### src/rtl/uart_fifo_pkg.sv
// Shared constants and pointer arithmetic for the UART synchronous FIFO.
package uart_fifo_pkg;

  localparam int UART_FIFO_DW = 8;
  localparam int UART_FIFO_AW = 4;

  // Pointers carry a wrap bit, so the caller keeps the low AW+1 bits of the
  // difference to get the occupancy modulo 2**(AW+1).
  function automatic logic [31:0] fifo_level(input logic [31:0] wptr,
                                             input logic [31:0] rptr);
    return wptr - rptr;
  endfunction

endpackage

### src/rtl/uart_fifo_mem.sv
// DEPTH x DW register file: synchronous write, asynchronous read, cleared on reset.
module uart_fifo_mem #(
  parameter int DW = 8,
  parameter int AW = 4
) (
  input  logic          clk,
  input  logic          rst_n,
  input  logic          wen_i,
  input  logic [AW-1:0] waddr_i,
  input  logic [DW-1:0] wdata_i,
  input  logic [AW-1:0] raddr_i,
  output logic [DW-1:0] rdata_o
);

  localparam int DEPTH = 2**AW;

  logic [DEPTH-1:0][DW-1:0] mem;

  always_ff @(posedge clk or negedge rst_n) begin
    if (!rst_n)     mem          <= '0;
    else if (wen_i) mem[waddr_i] <= wdata_i;
  end

  assign rdata_o = mem[raddr_i];

endmodule

### src/rtl/uart_sync_fifo.sv
// Parametrised show-ahead synchronous FIFO for the UART TX/RX paths.
// Define UART_FIFO_ERR_FLAGS_EN to build the sticky overflow/underflow flags.
module uart_sync_fifo
  import uart_fifo_pkg::*;
#(
  parameter int DW = UART_FIFO_DW,
  parameter int AW = UART_FIFO_AW
) (
  input  logic          clk,
  input  logic          rst_n,
  input  logic          clr_i,
  input  logic          wr_i,
  input  logic [DW-1:0] wdata_i,
  input  logic          rd_i,
  output logic [DW-1:0] rdata_o,
  output logic          empty_o,
  output logic          full_o,
  output logic          hfull_o,
  output logic          afull_o,
  output logic          aempty_o,
  input  logic [AW:0]   afull_thr_i,
  input  logic [AW:0]   aempty_thr_i,
  output logic [AW:0]   level_o,
  output logic          ovf_o,
  output logic          udf_o,
  input  logic          err_clr_i
);

  localparam int DEPTH = 2**AW;

  logic [AW:0] wptr, rptr;
  logic [31:0] lvl_wide;
  logic        wr_acc, rd_acc;

  assign lvl_wide = fifo_level({{(31-AW){1'b0}}, wptr}, {{(31-AW){1'b0}}, rptr});
  assign level_o  = lvl_wide[AW:0];

  assign empty_o  = (level_o == '0);
  assign full_o   = (level_o == (AW+1)'(DEPTH));
  assign hfull_o  = (level_o >= (AW+1)'(DEPTH/2));
  assign afull_o  = (level_o >= afull_thr_i);
  assign aempty_o = (level_o <= aempty_thr_i);

  // Flush outranks both requests; full/empty gate the ones that survive.
  assign wr_acc = wr_i & ~full_o  & ~clr_i;
  assign rd_acc = rd_i & ~empty_o & ~clr_i;

  always_ff @(posedge clk or negedge rst_n) begin
    if (!rst_n) begin
      wptr <= '0;
      rptr <= '0;
    end else if (clr_i) begin
      wptr <= '0;
      rptr <= '0;
    end else begin
      if (wr_acc) wptr <= wptr + 1'b1;
      if (rd_acc) rptr <= rptr + 1'b1;
    end
  end

  uart_fifo_mem #(.DW(DW), .AW(AW)) u_mem (
    .clk     (clk),
    .rst_n   (rst_n),
    .wen_i   (wr_acc),
    .waddr_i (wptr[AW-1:0]),
    .wdata_i (wdata_i),
    .raddr_i (rptr[AW-1:0]),
    .rdata_o (rdata_o)
  );

`ifdef UART_FIFO_ERR_FLAGS_EN
  logic unused_bits;
  assign unused_bits = ^lvl_wide[31:AW+1];

  // Set beats clear when both happen in the same cycle; flush leaves these alone.
  always_ff @(posedge clk or negedge rst_n) begin
    if (!rst_n) begin
      ovf_o <= 1'b0;
      udf_o <= 1'b0;
    end else begin
      if (wr_i & full_o & ~clr_i) ovf_o <= 1'b1;
      else if (err_clr_i)         ovf_o <= 1'b0;
      if (rd_i & empty_o & ~clr_i) udf_o <= 1'b1;
      else if (err_clr_i)          udf_o <= 1'b0;
    end
  end
`else
  logic unused_bits;
  assign unused_bits = ^{lvl_wide[31:AW+1], err_clr_i};
  assign ovf_o = 1'b0;
  assign udf_o = 1'b0;
`endif

endmodule

### config.mk
export PLATFORM = sky130hd
export DESIGN_NAME = uart_sync_fifo
export DESIGN_NICKNAME = d
export VERILOG_FILES = /design/src/rtl/uart_fifo_pkg.sv /design/src/rtl/uart_fifo_mem.sv /design/src/rtl/uart_sync_fifo.sv
export SDC_FILE = /design/constraint.sdc
export NUM_CORES = 1
export LEC_CHECK = 0
export CAP_MARGIN = 20
export CELL_PAD_IN_SITES_DETAIL_PLACEMENT = 0
export CELL_PAD_IN_SITES_GLOBAL_PLACEMENT = 1
export CORE_MARGIN = 2
export CORE_UTILIZATION = 30
export DETAILED_ROUTE_END_ITERATION = 12
export MAX_ROUTING_LAYER = met4
export PLACE_DENSITY = 0.64
export SYNTH_ARGS = -nofsm -noshare
export SYNTH_HDL_FRONTEND = slang
export SYNTH_HIERARCHICAL = 1
export SYNTH_SLANG_ARGS = --single-unit
### constraint.sdc
create_clock -name clk -period 10.2 [get_ports clk]
set_input_delay 1.02 -clock clk [delete_from_list [all_inputs] [get_ports clk]]
set_output_delay 1.02 -clock clk [all_outputs]
set_load 0.01 [all_outputs]
* Word level (Yosys, flattened, before mapping)
Index checks and enable logic that the tools add are counted.
Widths: inputs -> output; s select.
** Storage, ports and cells
- Bits in read-only memories :: 0
- Input bits :: 24
- Memories :: 0
- Register bits after elaboration :: 138
- Latch bits :: 0
- Output and inout port bits :: 20
- RAM bits :: 0
** Cells by class
- Order comparisons :: 6
- Shift operators :: 0
- Multiply operators :: 0
- Div/mod/pow operators :: 0
- Muxes and demuxes :: 9
- Equality and inequality tests :: 1
- Bitwise gates (word level) :: 7
- Reductions and logical operators :: 4
- $add $sub $neg :: 3
** Operator list (count)
- $bwmux 128 :: 1
- $bmux 8 s4 :: 1
- $demux 8 s4 :: 1
- $mux 5 :: 4
- $mux 8 :: 2
- $add 5x1->5 const B :: 2
- $lt 4x5->1 const B :: 2
- $eq 5x5->1 const B :: 1
- $ge 5x4->1 const B :: 1
- $ge 5x5->1 :: 1
- $le 5x5->1 :: 1
- $logic_not 5->1 :: 1
- $sub 5x5->5 :: 1
- $and 1x1->1 :: 4
- $ge 4x1->1 const B :: 1
- $reduce_bool 2->1 :: 2
- $not 1->1 :: 3
- $logic_and 1x1->1 :: 1

* Logic depth before layout (Yosys ltp)
Gate-level depths: netlist of run 1.
- Depth after elaboration :: 7
- Gate-level depth with buffers :: 13

* By module
Netlist of run 1, hierarchy kept.
** Modules (own cells, without submodules)
- uart_fifo_mem :: area an instance 5915.7 um^2, seq. area each 3203.1 um^2, times used 1, cells an instance 365
- uart_sync_fifo :: area an instance 992.2 um^2, seq. area each 250.2 um^2, times used 1, cells an instance 118

* Worst setup path before layout of run 1
No wires, ideal clock.
- Path kind :: register to register
- Start :: register wptr[0]
- End :: register u_mem/mem[32] (netlist name)
- Path buffers :: 1
- Arrival time :: 3.427 ns
- Stages on the path, launching flop included :: 13
- Slack :: 6.648 ns
- Period minus slack after synthesis :: 3.552 ns
- Setup time :: 0.125 ns
- Cell sequence :: dfrtp_1 inv_1 ha_1 inv_1 fa_1 or3b_1 or4_4 a211oi_4 nor3_1 nand2b_1 or3_1 buf_2 mux2_2
** Between the ends
- Cells in the longest elaborated chain, start to end :: 5
** Ends and longest elaborated chain
- start, declared :: RTL line uart_sync_fifo.sv:31 : logic [AW:0] wptr, rptr;
- start signal, assigned :: RTL line uart_sync_fifo.sv:56 : if (wr_acc) wptr <= wptr + 1'b1;
- $sub 5x5->5 :: RTL line uart_fifo_pkg.sv:11 : return wptr - rptr;
- via level_o[1] :: RTL line uart_sync_fifo.sv:23 : output logic [AW:0] level_o,
- $eq 5x5->1 :: RTL line uart_sync_fifo.sv:39 : assign full_o = (level_o == (AW+1)'(DEPTH));
- via full_o :: RTL line uart_sync_fifo.sv:17 : output logic full_o,
- $not 1->1 :: RTL line uart_sync_fifo.sv:45 : assign wr_acc = wr_i & ~full_o & ~clr_i;
- $and 1x1->1 (2 in series) :: RTL line uart_sync_fifo.sv:45
- via wr_acc :: RTL line uart_sync_fifo.sv:33 : logic wr_acc, rd_acc;
- end signal, assigned by index :: RTL line uart_fifo_mem.sv:21 : else if (wen_i) mem[waddr_i] <= wdata_i;
- end, declared :: RTL line uart_fifo_mem.sv:17 : logic [DEPTH-1:0][DW-1:0] mem;
The timed path passes the listed nets, and every way through them passes these cells.
A chain may end at the register's enable or synchronous reset.

* Worst setup path after layout of run 1
- Start :: register rptr[1]
- End :: output full_o
** Between the ends
- Cells in the longest elaborated chain, start to end :: 2
** Ends and longest elaborated chain
- start, declared :: RTL line uart_sync_fifo.sv:31
- start signal, assigned :: RTL line uart_sync_fifo.sv:57 : if (rd_acc) rptr <= rptr + 1'b1;
- $sub 5x5->5 :: RTL line uart_fifo_pkg.sv:11
- $eq 5x5->1 :: RTL line uart_sync_fifo.sv:39
- end, declared :: RTL line uart_sync_fifo.sv:17
No other way between the ends.

==> results of run 1 <==
-- cell families (layout without fill, tap and decap cells) --
group	after synthesis	count (layout)	share of synthesized area
AND/OR/NAND/NOR	80	80	0.0737
other	1	2	0.000543
flip-flops	138	138	0.500
adder cells (fa/ha/maj)	13	13	0.0243
XOR/XNOR	3	3	0.00489
multiplexers	167	167	0.329
AO/OA/AOI/OAI	37	37	0.0386
buffers and inverters	44	91	0.0293
-- synthesized netlist by cell type, types with 8 or more instances --
| cell | n | share of area |
|---|---|---|
| clkbuf_1 | 14 | 0.0076 |
| ha_1 | 11 | 0.020 |
| a22oi_1 | 16 | 0.017 |
| nand2_1 | 15 | 0.0082 |
| a21oi_1 | 8 | 0.0058 |
| nor2_1 | 13 | 0.0071 |
| nor2b_1 | 9 | 0.0082 |
| inv_1 | 15 | 0.0082 |
| mux4_2 | 32 | 0.10 |
| mux2_2 | 125 | 0.20 |
| mux2_4 | 8 | 0.017 |
| dfrtp_1 | 138 | 0.50 |
-- worst paths after layout --
kind | start | to | slack (ns)
max | rptr[1] | full_o | 5.30
min | u_mem/mem[54] | u_mem/mem[54] | 0.50
max reg2reg | rptr[1] | u_mem/mem[8] | 5.94
min reg2reg | u_mem/mem[54] | u_mem/mem[54] | 0.50
max in group asynchronous | rst_n | u_mem/mem[48] | 8.57
min in group asynchronous | rst_n | u_mem/mem[107] | 0.54
-- power by group through the flow --
stage | Sequential [W] | Clock [W] | Combinational [W]
floorplan | 0.000667 | 0 | 0.000461
finish | 0.000674 | 0.000694 | 0.000704
global route | 0.000686 | 0.000736 | 0.000767
global placement | 0.000676 | 0 | 0.000700
CTS | 0.000675 | 0.000709 | 0.000718
detailed placement | 0.000683 | 0 | 0.000716
-- cell type report --
cell class / count / area (um^2) / share of cell area
tap: 285 / 357 / 0.0432
inverter: 15 / 56.3 / 0.00683
sequential: 138 / 3450 / 0.419
multi-input combinational: 302 / 3260 / 0.395
clock buffer: 26 / 519 / 0.0629
clock inverter: 6 / 155 / 0.0188
timing repair buffer: 44 / 452 / 0.0548
-- routing by layer --
metal  wire, um  vias up  part of all wire  global-route usage
met3        699       27             0.044              0.0356
li1           -     1839                 -                   -
met1       6850     2158              0.44               0.172
met4        337        0             0.021              0.0564
met2       7850       93              0.50               0.232
met5          0        -                 0                   -
-- registers in the layout, indices dropped and copies added (netlist names) --
register / count
rptr: 5
u_mem/mem: 128
wptr: 5
-- cells in the final DEF, fill, tap and decap left out, types with 6 or more instances in the layout --
cell type	n
nand2_1	15
mux2_4	8
ha_1	11
nor2_1	13
mux4_2	32
clkbuf_8	6
nand3_1	6
mux2_2	125
inv_1	15
nor2b_1	9
dfrtp_1	137
nor2_2	6
clkbuf_16	17
a21oi_1	8
clkdlybuf4s50_1	39
a22oi_1	16
-- through the flow --
stage               hold slack (ns)  utilization  area (um^2)
finish                        0.502        0.364         8250
global route                  0.516        0.364         8250
CTS                           0.500        0.363         8220
detailed placement            0.488        0.333         7550
global placement              0.483        0.333         7550
floorplan                     0.474            -         6910
-- critical path, stage by stage (launching register included) --
cell	delay, ns
dfrtp_1	0.32
buf_4	0.46
inv_1	0.17
fa_1	0.60
or3b_1	0.42
or4_4	0.45
a211oi_4	0.41
clkdlybuf4s50_1	0.61
==> flow_metrics.tcl, run 1 <==
set metrics [dict create \
    powerDensity_nw_per_um2 251 \
    ys_seq_elements 138 \
    routedWlPerCell_um 19.3 \
    n_antenna_cell 0 \
    cp-start-kind "flop" \
    post-place-cells 783 \
    portBuffers 40 \
    p_comb_frac 0.340 \
    rr_worst_depth 10 \
    tightestPinTransition_ns 0.944 \
    syn_avg_cell_area_um2 14.3 \
    drc_errors 0 \
    clk_pin_slew_worst_paths_ns 0.06 \
    num_rows 55 \
    fin_crit_ns 4.90 \
    run_status "finished, final reports clean" \
    switching_share 0.287 \
    maxSlewViolCount 0 \
    gp_congestion 0.725 \
    seq_area_frac_synth 0.500 \
    fillerInstances 2148 \
    synth_cells 483 \
    vias 4117 \
    max_freq_mhz 204 \
    hold_path.class "reg2reg" \
    drt_wl_total_um 15700 \
    fp.dieW_um 156 \
    grt_max_degree 89 \
    grt_pass1_wl_um 25400 \
    grt_use_total 0.143 \
    fin_nets 554 \
    power.switching_w 0.000593 \
    p_leak_nw 3.72 \
    setup_slack_ns 5.30 \
    start_util 0.305 \
    die_h_um 156 \
    first_pass_iters 4 \
    pre_cts_slack_ns 5.67 \
    syn2layout_area_growth_pct 19.4 \
    cts_buffers 17 \
    syn-cell-area_um2 6910 \
    timing_hold_violations_final 0 \
    viasPerCell 5.05 \
    synth_flop_cell "dfrtp_1" \
    ys_warn_count 6 \
    clkPwrFrac 0.335 \
    finalPower_w 0.00207 \
    io_pins 44 \
    relSlewSlack 0.367 \
    synth_edf_count 0 \
    max_cap_viol_count 0 \
    critPathKind "reg2out" \
    die_area_um2 24300 \
    hpwl_um 10200 \
    ant_nets 0 \
    min_delay_path_depth 1 \
    power.internal_w 0.00148 \
    cts_resized 0 \
    drive_gt1_frac 0.418 \
    stdcell_count 816 \
    cts_root_buf "clkbuf_16" \
    setup_tns_ns 0 \
    rsz0062_at_grt "no" \
    hold_buffers 0 \
    vdd_drop_max_uv 127 \
    clock-skew-final_ns 0.00738 \
    antenna_found_initial 0 \
    crit_arrival_ns 3.88 \
    post-route-period-util 0.480 \
    setup_viol 0 \
    htreeDepth 4 \
    grt_overflow_total 0 \
    coreArea_um2 22600 \
    required_ns 9.18 \
    drtIter0Drc 204 \
    cts_max_path_buffers 2 \
    end_kind "output pin" \
    post_cts_buffers 0 \
    async_flop_share 1.00 \
    clock_latency_ns 0.42 \
    yosysUniqueCellTypes 48 \
    path_max_fanout 36 \
    first_global_vias 4571 \
    cts.sinks 138 \
    cts_tree "built" \
    seq_power_share 0.325 \
]
Power figures use the tool's default switching activity.
==> inputs of run 2 (changes only) <==
Clock period 10.2 ns to 4.9 ns, I/O delays scaled along.
==> flow_metrics.tcl, run 2 (same netlist as run 1, synthesis figures left out) <==
set metrics [dict create \
    run_status "finished, final reports clean" \
    io_pins 44 \
    antenna_found_initial 0 \
    fin_crit_ns 4.22 \
    cts_buffers 17 \
    max_freq_mhz 237 \
    rr_worst_depth 11 \
    viasPerCell 4.97 \
    die_h_um 156 \
    crit_arrival_ns 3.73 \
    die_area_um2 24300 \
    portBuffers 40 \
    stdcell_count 820 \
    use_met3 0.0319 \
    design_area_um2 8200 \
    p_leak_nw 3.70 \
    finalPower_w 0.00413 \
    top_usage_layer "met2" \
    worstSetupStartpoint "wptr[0]" \
    cts_root_buf "clkbuf_16" \
    fin_nets 558 \
    ant_nets 0 \
    setup_tns_ns 0 \
    first_global_vias 4378 \
    rsz0062_at_grt "no" \
    cp-start-kind "flop" \
    hpwl_um 9970 \
    post_cts_buffers 0 \
    grt_use_total 0.137 \
    start_util 0.305 \
    grt_pass1_wl_um 24500 \
    drtIter0Drc 232 \
    powerDensity_nw_per_um2 504 \
    cts_tree "built" \
    drc_errors 0 \
    first_pass_iters 5 \
    end_kind "output pin" \
    vias 4073 \
    clock-skew-final_ns 0.00923 \
    largest_register_ffs 128 \
    vdd_drop_max_uv 237 \
    maxSlewViolCount 0 \
    relSlewSlack 0.412 \
    r2r_slack_ns 0.87 \
    r2r_end "u_mem/mem[17]" \
    layout_commonest_cell "dfrtp_1" \
    cts_max_path_buffers 2 \
    grt_use_met1 0.172 \
    fillerInstances 2165 \
    drt_wl_total_um 15300 \
    top_regs "u_mem/mem: 128 flops, rptr: 5 flops, wptr: 5 flops" \
    regMostFlops "u_mem/mem" \
    htreeDepth 4 \
    grt_overflow_total 0 \
    layout_common_cells "137 x dfrtp_1, 125 x mux2_2, 39 x clkdlybuf4s50_1, 32 x mux4_2, 17 x clkbuf_16" \
    timing_hold_violations_final 0 \
    worst_r2r_startpoint "wptr[0]" \
    critPathKind "reg2out" \
    pre_cts_slack_ns 0.879 \
    max_cap_viol_count 0 \
    setup_viol 0 \
    placed_area_um2 7570 \
    routedWlPerCell_um 18.6 \
    grt_max_degree 108 \
    hold_path.class "in2async" \
    required_ns 4.41 \
    met2_usage 0.223 \
    endpoint "full_o" \
    clk_pin_slew_worst_paths_ns 0.06 \
    post-place-cells 786 \
    syn2layout_area_growth_pct 18.7 \
    path_max_fanout 10 \
    fp.dieW_um 156 \
    tightestPinTransition_ns 0.881 \
    setup_slack_ns 0.681 \
    n_antenna_cell 0 \
    gp_congestion 0.721 \
    cts.sinks 138 \
    post-route-period-util 0.861 \
    coreArea_um2 22600 \
    drive_gt1_frac 0.422 \
    clock_latency_ns 0.42 \
    num_rows 55 \
]
[run 2: layout make-up]
cell class / count / area (um^2) / share of cell area
clock inverter: 10 / 116 / 0.0142
timing repair buffer: 48 / 484 / 0.0591
sequential: 138 / 3450 / 0.421
tap: 285 / 357 / 0.0435
multi-input combinational: 302 / 3260 / 0.397
inverter: 15 / 56.3 / 0.00687
clock buffer: 22 / 474 / 0.0578
[run 2: critical path, cell delays in order, from the launching register on]
cell and delay [ns]:
dfrtp_1 0.50, inv_1 0.12, ha_1 0.22, inv_1 0.07, fa_1 0.50, or3b_1 0.40
or4_4 0.45, a211oi_4 0.43, clkdlybuf4s50_1 0.61
[run 2: repair_timing]
item	in CTS	in global routing
endpoints found under the hold margin	0	13
hold buffers	0	1
gates resized for setup	0	0
[run 2: how the worst min path moves through the flow]
stage | from | to | slack [ns] | depth (start not counted)
floorplan | rst_n | rptr[0] | 0.19 | 0
global route | rst_n | u_mem/mem[83] | 0.44 | 2
detailed placement | u_mem/mem[23] | u_mem/mem[23] | 0.49 | 1
finish | rst_n | u_mem/mem[83] | 0.46 | 2
global placement | u_mem/mem[17] | u_mem/mem[17] | 0.48 | 1
CTS | rst_n | u_mem/mem[67] | 0.24 | 1
[run 2: where the power goes]
group,switching (W),internal [W]
registers,0.0000950,0.00131
clock network,0.000477,0.000790
logic,0.000677,0.000787
[run 2: routing by layer]
metal | vias up | share of wire
li1 | 1860 | -
met2 | 78 | 0.50
met5 | - | 0
met1 | 2117 | 0.45
met4 | 0 | 0.013
met3 | 18 | 0.039
[run 2: through the flow]
stage                util  hold slack, ns
global route        0.362           0.443
finish              0.362           0.455
CTS                 0.360           0.245
global placement    0.334           0.482
detailed placement  0.334           0.487
floorplan               -           0.194
